**config.mk**
```make
export PLATFORM = sky130hd
export DESIGN_NAME = player_jump_fsm_flat
export DESIGN_NICKNAME = d
export VERILOG_FILES = /design/src/rtl/player_jump_fsm_if.sv /design/src/rtl/player_jump_fsm.sv /design/src/flat_wrapper.sv
export SDC_FILE = /design/constraint.sdc
export NUM_CORES = 1
export LEC_CHECK = 0
export BUFFER_PORTS_ARGS = -buffer_cell sky130_fd_sc_hd__buf_2
export CAP_MARGIN = 10
export CORE_UTILIZATION = 57
export CTS_BUF_LIST = sky130_fd_sc_hd__clkbuf_4 sky130_fd_sc_hd__clkbuf_8 sky130_fd_sc_hd__clkbuf_16
export DETAILED_ROUTE_END_ITERATION = 6
export MAX_ROUTING_LAYER = met4
export PLACE_DENSITY = 0.79
export REMOVE_ABC_BUFFERS = 1
export SLEW_MARGIN = 10
export SYNTH_ARGS = -nofsm -noshare
export SYNTH_HDL_FRONTEND = slang
export SYNTH_SLANG_ARGS = --single-unit
```
**constraint.sdc**
```tcl
create_clock -name clk -period 2.5 [get_ports clk]
set_clock_uncertainty 0.2 [all_clocks]
set_input_delay 0.125 -clock clk [delete_from_list [all_inputs] [get_ports clk]]
set_output_delay 0.125 -clock clk [all_outputs]
set_load 0.02 [all_outputs]
```
**src/rtl/player_jump_fsm_if.sv**
```systemverilog
// -----------------------------------------------------------------------------
// player_jump_fsm_if
// Bundles the game-side control strobes and the player-height results that
// travel between the game logic and the jump engine.
//   tick        game-step strobe, one clk wide
//   jump_btn    raw jump button, asynchronous to clk
//   freeze      menu / victory / death screen active
//   distance    player height above ground (DW bits)
//   airborne    player is off the ground
//   landed      one-clk pulse when a fall reaches the ground
//   jump_count  jumps started, saturating at 255
// Modports: master = game logic side, slave = jump engine side.
// -----------------------------------------------------------------------------
interface player_jump_fsm_if #(
  parameter int DW = 10
);
  logic          tick;
  logic          jump_btn;
  logic          freeze;
  logic [DW-1:0] distance;
  logic          airborne;
  logic          landed;
  logic [7:0]    jump_count;

  modport master (
    output tick, jump_btn, freeze,
    input  distance, airborne, landed, jump_count
  );

  modport slave (
    input  tick, jump_btn, freeze,
    output distance, airborne, landed, jump_count
  );
endinterface

```
**src/rtl/player_jump_fsm.sv**
```systemverilog
// -----------------------------------------------------------------------------
// player_jump_fsm
// Tick-driven vertical-motion engine for the player sprite. The jump button is
// synchronised, edge-detected and latched as a jump request; each game tick
// then walks the height through a RISE / HOLD / FALL trajectory.
// freeze forces the player back to the ground on any clk.
//
// Ports:
//   clk       system clock (CLOCK_50)
//   reset_n   asynchronous active-low reset
//   bus       player_jump_fsm_if.slave: tick, jump_btn, freeze in;
//             distance, airborne, landed, jump_count out (all registered)
//
// Build option:
//   DOUBLE_JUMP_EN  when defined, one extra jump per airtime re-enters RISE
//                   from the current height. Undefined: airborne presses
//                   are ignored.
// -----------------------------------------------------------------------------
module player_jump_fsm #(
  parameter int DW         = 10,
  parameter int MAX_HEIGHT = 120,
  parameter int RISE_STEP  = 8,
  parameter int FALL_STEP  = 6,
  parameter int HOLD_TICKS = 4
) (
  input  logic               clk,
  input  logic               reset_n,
  player_jump_fsm_if.slave   bus
);

  typedef enum logic [1:0] {
    S_IDLE = 2'd0,
    S_RISE = 2'd1,
    S_HOLD = 2'd2,
    S_FALL = 2'd3
  } state_t;

  localparam int HW = (HOLD_TICKS > 1) ? $clog2(HOLD_TICKS + 1) : 1;

  localparam logic [DW:0]   C_MAX  = (DW+1)'(MAX_HEIGHT);
  localparam logic [DW:0]   C_RISE = (DW+1)'(RISE_STEP);
  localparam logic [DW:0]   C_FALL = (DW+1)'(FALL_STEP);
  localparam logic [HW-1:0] C_HOLD = HW'(HOLD_TICKS);
  localparam logic [HW-1:0] C_ONE  = HW'(1);

  // Rising height clamps at the apex; one spare bit keeps the sum from wrapping.
  function automatic logic [DW-1:0] rise_sat(input logic [DW-1:0] d);
    logic [DW:0] s;
    s = {1'b0, d} + C_RISE;
    return (s >= C_MAX) ? C_MAX[DW-1:0] : s[DW-1:0];
  endfunction

  // Falling height clamps at ground instead of wrapping below zero.
  function automatic logic [DW-1:0] fall_sat(input logic [DW-1:0] d);
    return ({1'b0, d} <= C_FALL) ? '0 : (d - C_FALL[DW-1:0]);
  endfunction

  function automatic logic [7:0] cnt_inc(input logic [7:0] c);
    return (c == 8'hFF) ? c : (c + 8'd1);
  endfunction

  state_t        r_state;
  logic [2:0]    r_sync;
  logic          r_jump_req;
  logic [HW-1:0] r_hold_cnt;
  logic [DW-1:0] r_distance;
  logic          r_airborne;
  logic          r_landed;
  logic [7:0]    r_jump_count;
`ifdef DOUBLE_JUMP_EN
  logic          r_dj_used;
  logic          w_dj_nxt;
`endif

  state_t        w_state_nxt;
  logic [DW-1:0] w_dist_nxt;
  logic [HW-1:0] w_hold_nxt;
  logic          w_start;
  logic          w_land;
  logic          w_edge;
  logic          w_req_nxt;
  logic          w_airborne_nxt;
  logic          w_landed_nxt;
  logic [7:0]    w_count_nxt;

  // r_sync[1:0] is the metastability pair; r_sync[2] is the edge-detect history.
  assign w_edge = r_sync[1] & ~r_sync[2];

  // State and datapath registers
  always_ff @(posedge clk or negedge reset_n) begin
    if (!reset_n) begin
      r_state      <= S_IDLE;
      r_sync       <= '0;
      r_jump_req   <= 1'b0;
      r_hold_cnt   <= '0;
      r_distance   <= '0;
      r_airborne   <= 1'b0;
      r_landed     <= 1'b0;
      r_jump_count <= '0;
`ifdef DOUBLE_JUMP_EN
      r_dj_used    <= 1'b0;
`endif
    end else begin
      r_state      <= w_state_nxt;
      r_sync       <= {r_sync[1:0], bus.jump_btn};
      r_jump_req   <= w_req_nxt;
      r_hold_cnt   <= w_hold_nxt;
      r_distance   <= w_dist_nxt;
      r_airborne   <= w_airborne_nxt;
      r_landed     <= w_landed_nxt;
      r_jump_count <= w_count_nxt;
`ifdef DOUBLE_JUMP_EN
      r_dj_used    <= w_dj_nxt;
`endif
    end
  end

  // Next-state logic: freeze beats tick; nothing moves between ticks.
  always_comb begin
    w_state_nxt = r_state;
    w_dist_nxt  = r_distance;
    w_hold_nxt  = r_hold_cnt;
    w_start     = 1'b0;
    w_land      = 1'b0;
`ifdef DOUBLE_JUMP_EN
    w_dj_nxt    = r_dj_used;
`endif
    if (bus.freeze) begin
      w_state_nxt = S_IDLE;
      w_dist_nxt  = '0;
      w_hold_nxt  = '0;
`ifdef DOUBLE_JUMP_EN
      w_dj_nxt    = 1'b0;
`endif
    end else if (bus.tick) begin
`ifdef DOUBLE_JUMP_EN
      // Mid-air re-jump keeps the current height for this tick, like a ground start.
      if ((r_state != S_IDLE) && r_jump_req && !r_dj_used) begin
        w_state_nxt = S_RISE;
        w_start     = 1'b1;
        w_dj_nxt    = 1'b1;
      end else
`endif
      case (r_state)
        S_IDLE: begin
          if (r_jump_req) begin
            w_state_nxt = S_RISE;
            w_start     = 1'b1;
          end
        end
        S_RISE: begin
          w_dist_nxt = rise_sat(r_distance);
          if (w_dist_nxt == C_MAX[DW-1:0]) begin
            if (HOLD_TICKS == 0) begin
              w_state_nxt = S_FALL;
            end else begin
              w_state_nxt = S_HOLD;
              w_hold_nxt  = C_HOLD;
            end
          end
        end
        S_HOLD: begin
          w_hold_nxt = r_hold_cnt - C_ONE;
          if (r_hold_cnt == C_ONE) begin
            w_state_nxt = S_FALL;
          end
        end
        S_FALL: begin
          w_dist_nxt = fall_sat(r_distance);
          if (w_dist_nxt == '0) begin
            w_state_nxt = S_IDLE;
            w_land      = 1'b1;
`ifdef DOUBLE_JUMP_EN
            w_dj_nxt    = 1'b0;
`endif
          end
        end
        default: w_state_nxt = S_IDLE;
      endcase
    end
  end

  // Output / request decode
  always_comb begin
    w_airborne_nxt = (w_state_nxt != S_IDLE);
    w_landed_nxt   = w_land;
    w_count_nxt    = w_start ? cnt_inc(r_jump_count) : r_jump_count;
    // Every tick consumes or drops the request; a fresh edge on that same clk survives.
    if (bus.freeze) begin
      w_req_nxt = 1'b0;
    end else begin
      w_req_nxt = w_edge | (r_jump_req & ~bus.tick);
    end
  end

  assign bus.distance   = r_distance;
  assign bus.airborne   = r_airborne;
  assign bus.landed     = r_landed;
  assign bus.jump_count = r_jump_count;

endmodule

```
**src/flat_wrapper.sv**
```systemverilog
// flat-port wrapper written by rule: the top's interface ports become plain ports
module player_jump_fsm_flat 
#(
  parameter int DW         = 10,
  parameter int MAX_HEIGHT = 120,
  parameter int RISE_STEP  = 8,
  parameter int FALL_STEP  = 6,
  parameter int HOLD_TICKS = 4
)
  (clk, reset_n, bus_tick, bus_jump_btn, bus_freeze, bus_distance, bus_airborne, bus_landed, bus_jump_count);
  player_jump_fsm_if #(.DW(DW)) bus_i ();
  input  logic clk;
  input  logic reset_n;
  input wire logic [$bits(bus_i.tick)-1:0] bus_tick;
  input wire logic [$bits(bus_i.jump_btn)-1:0] bus_jump_btn;
  input wire logic [$bits(bus_i.freeze)-1:0] bus_freeze;
  output wire logic [$bits(bus_i.distance)-1:0] bus_distance;
  output wire logic [$bits(bus_i.airborne)-1:0] bus_airborne;
  output wire logic [$bits(bus_i.landed)-1:0] bus_landed;
  output wire logic [$bits(bus_i.jump_count)-1:0] bus_jump_count;
  assign bus_i.tick = bus_tick;
  assign bus_i.jump_btn = bus_jump_btn;
  assign bus_i.freeze = bus_freeze;
  assign bus_distance = bus_i.distance;
  assign bus_airborne = bus_i.airborne;
  assign bus_landed = bus_i.landed;
  assign bus_jump_count = bus_i.jump_count;
  player_jump_fsm #(.DW(DW), .MAX_HEIGHT(MAX_HEIGHT), .RISE_STEP(RISE_STEP), .FALL_STEP(FALL_STEP), .HOLD_TICKS(HOLD_TICKS)) u_core (.clk(clk), .reset_n(reset_n), .bus(bus_i));
endmodule
```
==> metrics.txt <==
status=finished clean; crit path kind=flop to flop; Seq/Total Area, Yosys=a little under two fifths; share of the synthesized area in the top cell type=between 30% and 40%; most frequent cell after synthesis=dfrtp_1; hold_buf cts=4; final count of pins violating max slew=0; DRT Wirelength=about 4700 um; RSZ-0062 raised after global routing=false; clock buffer count from CTS=5; Die W=around 60 um; Worst-Skew Late Latency=between 0.3 and 0.4 ns; Syn Inst Count=between 150 and 200; GRT Util Overall=between 30% and 40%; Worst Path Arrival=about 2.4 ns; number of hold violations in the final report=0; root buf cell=clkbuf_4; fill count=264; Non-Filler Instances=~270; Mapped Area=roughly 1900 um^2; final period utilization=a little over nine tenths; met3 wire len=357 um; commonest cells in the netlist=dfrtp_1, nand2_1, nor2_1; critical-path cell list=nand3_1, mux2i_1, a311o_2, o311ai_1, nand2_1; Routed Antenna Nets=0; Worst R2R Setup Slack=between 0.1 and 0.15 ns; Starting Density=between 60% and 70%; pin count of the biggest net entering global routing=30; DRT Pass-1 Iters=4; share of cells above drive strength 1=a little under a quarter; final setup margin=0.136 ns; Final Instance Area=2180 um^2; max-cap viol count=0; slew margin rel.=57.4%; layout net count=~240; H-tree depth=2; Register Area=approximately 730 um^2; top layer in use=met4; Setup-failing EPs final=0; Synth Flop Type=dfrtp_1; Setup TNS=0 ns; Clock Pin Slew Worst Setup and Hold Paths=0.11 ns; ANT cells=0; IO Port Bufs=24; Multi-input gate area=1070 um^2; CTS sink cnt=29; antenna violations before repair=0; vias in the first global route=roughly 1,600; Worst path slowest cell=dfrtp_1; Yosys warnings=0; detailed router's first-iteration violation count=between 150 and 200; DR vias=between 1,500 and 2,000; IO Count=25; die height=roughly 60 um; Max VDD drop=between 0.0003 and 0.0004 V; Post-CTS Setup Inserts=0; crit start category=flop; placed insts=approximately 260; post-synthesis async set-or-reset flop share=100%; row cnt=20; cell family with most CP delay=compound AO/OA/AOI/OAI gates; maximum net fanout on the critical path=15; met1 WL=a little under 2000 um; Hold Crit Class=primary input to async pin; P&R area growth vs syn=15.6%; cell types occupying the most area after synthesis=dfrtp_1, ha_1, xnor2_1; GRT overflow=0; post-DP HPWL=around 3400 um; Worst Tran Pin Value=about 0.64 ns; CP Capture Type=flop; Max stage delay on crit path=0.72 ns; Seq cells post-synth=29; PostCTS Resize Cnt=0; Core Area=roughly 3100 um^2; via/cell ratio=6.49; Power Total=about 1.2 mW; Fmax achieved=~420 MHz; wire per inst=17.5 um; Place WS=approximately 0.17 ns; Synth cell types=64; Pleak=approximately 1.0 nW; PD cells=533 nW/um^2; drt drc=0; Placed Area=2060 um^2; met2 routed WL=~2300 um; Final Wtd Congestion=between 0.9 and 1; die footprint=between 3000 and 4000 um^2; first-pass GRT wire length=7680 um; cell taking the most area after synthesis=dfrtp_1; maximum clock path buffer count=2; CTS tree=built; Post-synth EDFFs=0; Worst Path Required=approximately 2.5 ns; Buffers & Inverters on Critical Path=0; crit path time final=about 2.4 ns; Syn Area/Cell=9.75 um^2
## path summary, 6_finish.rpt
| kind | start | endpoint | cells after the start |
|---|---|---|---|
| worst max-delay path | u_core.bus.distance[5] | u_core.bus.distance[4] | 5 |
| worst min-delay path | reset_n | u_core.bus.distance[1] | 2 |
| worst max register to register | u_core.bus.distance[5] | u_core.bus.distance[4] | 5 |
| worst min register to register | u_core.r_sync[0] | u_core.r_sync[1] | 0 |
| max in group asynchronous | reset_n | u_core.bus.jump_count[4] | 2 |
| min in group clk | u_core.r_sync[0] | u_core.r_sync[1] | 0 |
## power by group
part / switching (mW) / internal [mW] / total, mW
combinational: 0.117 / 0.0755 / 0.192
sequential: 0.0415 / 0.500 / 0.541
clock: 0.194 / 0.238 / 0.431
total: 0.352 / 0.813 / 1.16
## cell families after synthesis
family	after synthesis	share of synthesized area (%)
adder cells (fa/ha/maj)	8	5.29
flip-flops	29	38.4
AO/OA/AOI/OAI	59	25.8
buffers and inverters	22	5.10
XOR/XNOR	11	5.10
multiplexers	3	1.65
AND/OR/NAND/NOR	62	18.7
## area by class of cell
| cell class | instances | area share [%] |
|---|---|---|
| clock buffer | 6 | 2.35 |
| clock inverter | 2 | 1.72 |
| inverter | 11 | 1.89 |
| multi-input combinational | 143 | 48.9 |
| sequential | 29 | 33.2 |
| tap | 44 | 2.52 |
| timing repair buffer | 34 | 9.39 |
## cells in the final DEF (no fill, tap or decap), types with 2 or more instances in the layout
cell           netlist  routed
dfrtp_1             29      29
a31oi_1              7       7
a21oi_1             11      11
a21o_1               3       3
o22ai_1              4       4
o211ai_1             2       2
o32ai_1              2       2
and3_1               2       2
clkbuf_4             0       5
buf_2                2      24
nand4_1              2       2
inv_1               10      10
nor4_1               3       3
nor2_1              13      13
o21ai_0              7       7
nand2_1             16      16
xor2_1               4       4
nor3_1               3       3
or2_2                2       2
ha_1                 8       8
dlygate4sd3_1        0       4
xnor2_1              7       7
o221ai_1             2       2
nand2b_1             3       3
mux2i_1              2       2
o41ai_1              2       2
buf_4                1       6
a21boi_0             2       2
nand3_1              2       2
## routing by layer
metal	vias up	global-route usage, %
met1	848	38.7
met5	-	-
li1	783	-
met3	16	5.02
met4	0	15.0
met2	99	48.2
## per-stage QoR
step	util, %	hold slack, ns
5_1_grt	70.4	0.177
6_report	70.4	0.128
3_5_place_dp	66.3	-0.0129
3_3_place_gp	66.3	-0.0179
4_1_cts	70.4	0.141
2_1_floorplan	-	-0.371
## sequential cells by signal (all words and copies together) (netlist names)
signal	flops
u_core.bus.jump_count	8
u_core.r_sync	3
u_core.r_jump_req	1
u_core.r_hold_cnt	3
u_core.bus.distance	10
u_core.bus.landed	1
u_core.r_state	2
u_core.bus.airborne	1
(Power assumes the default switching activity.)
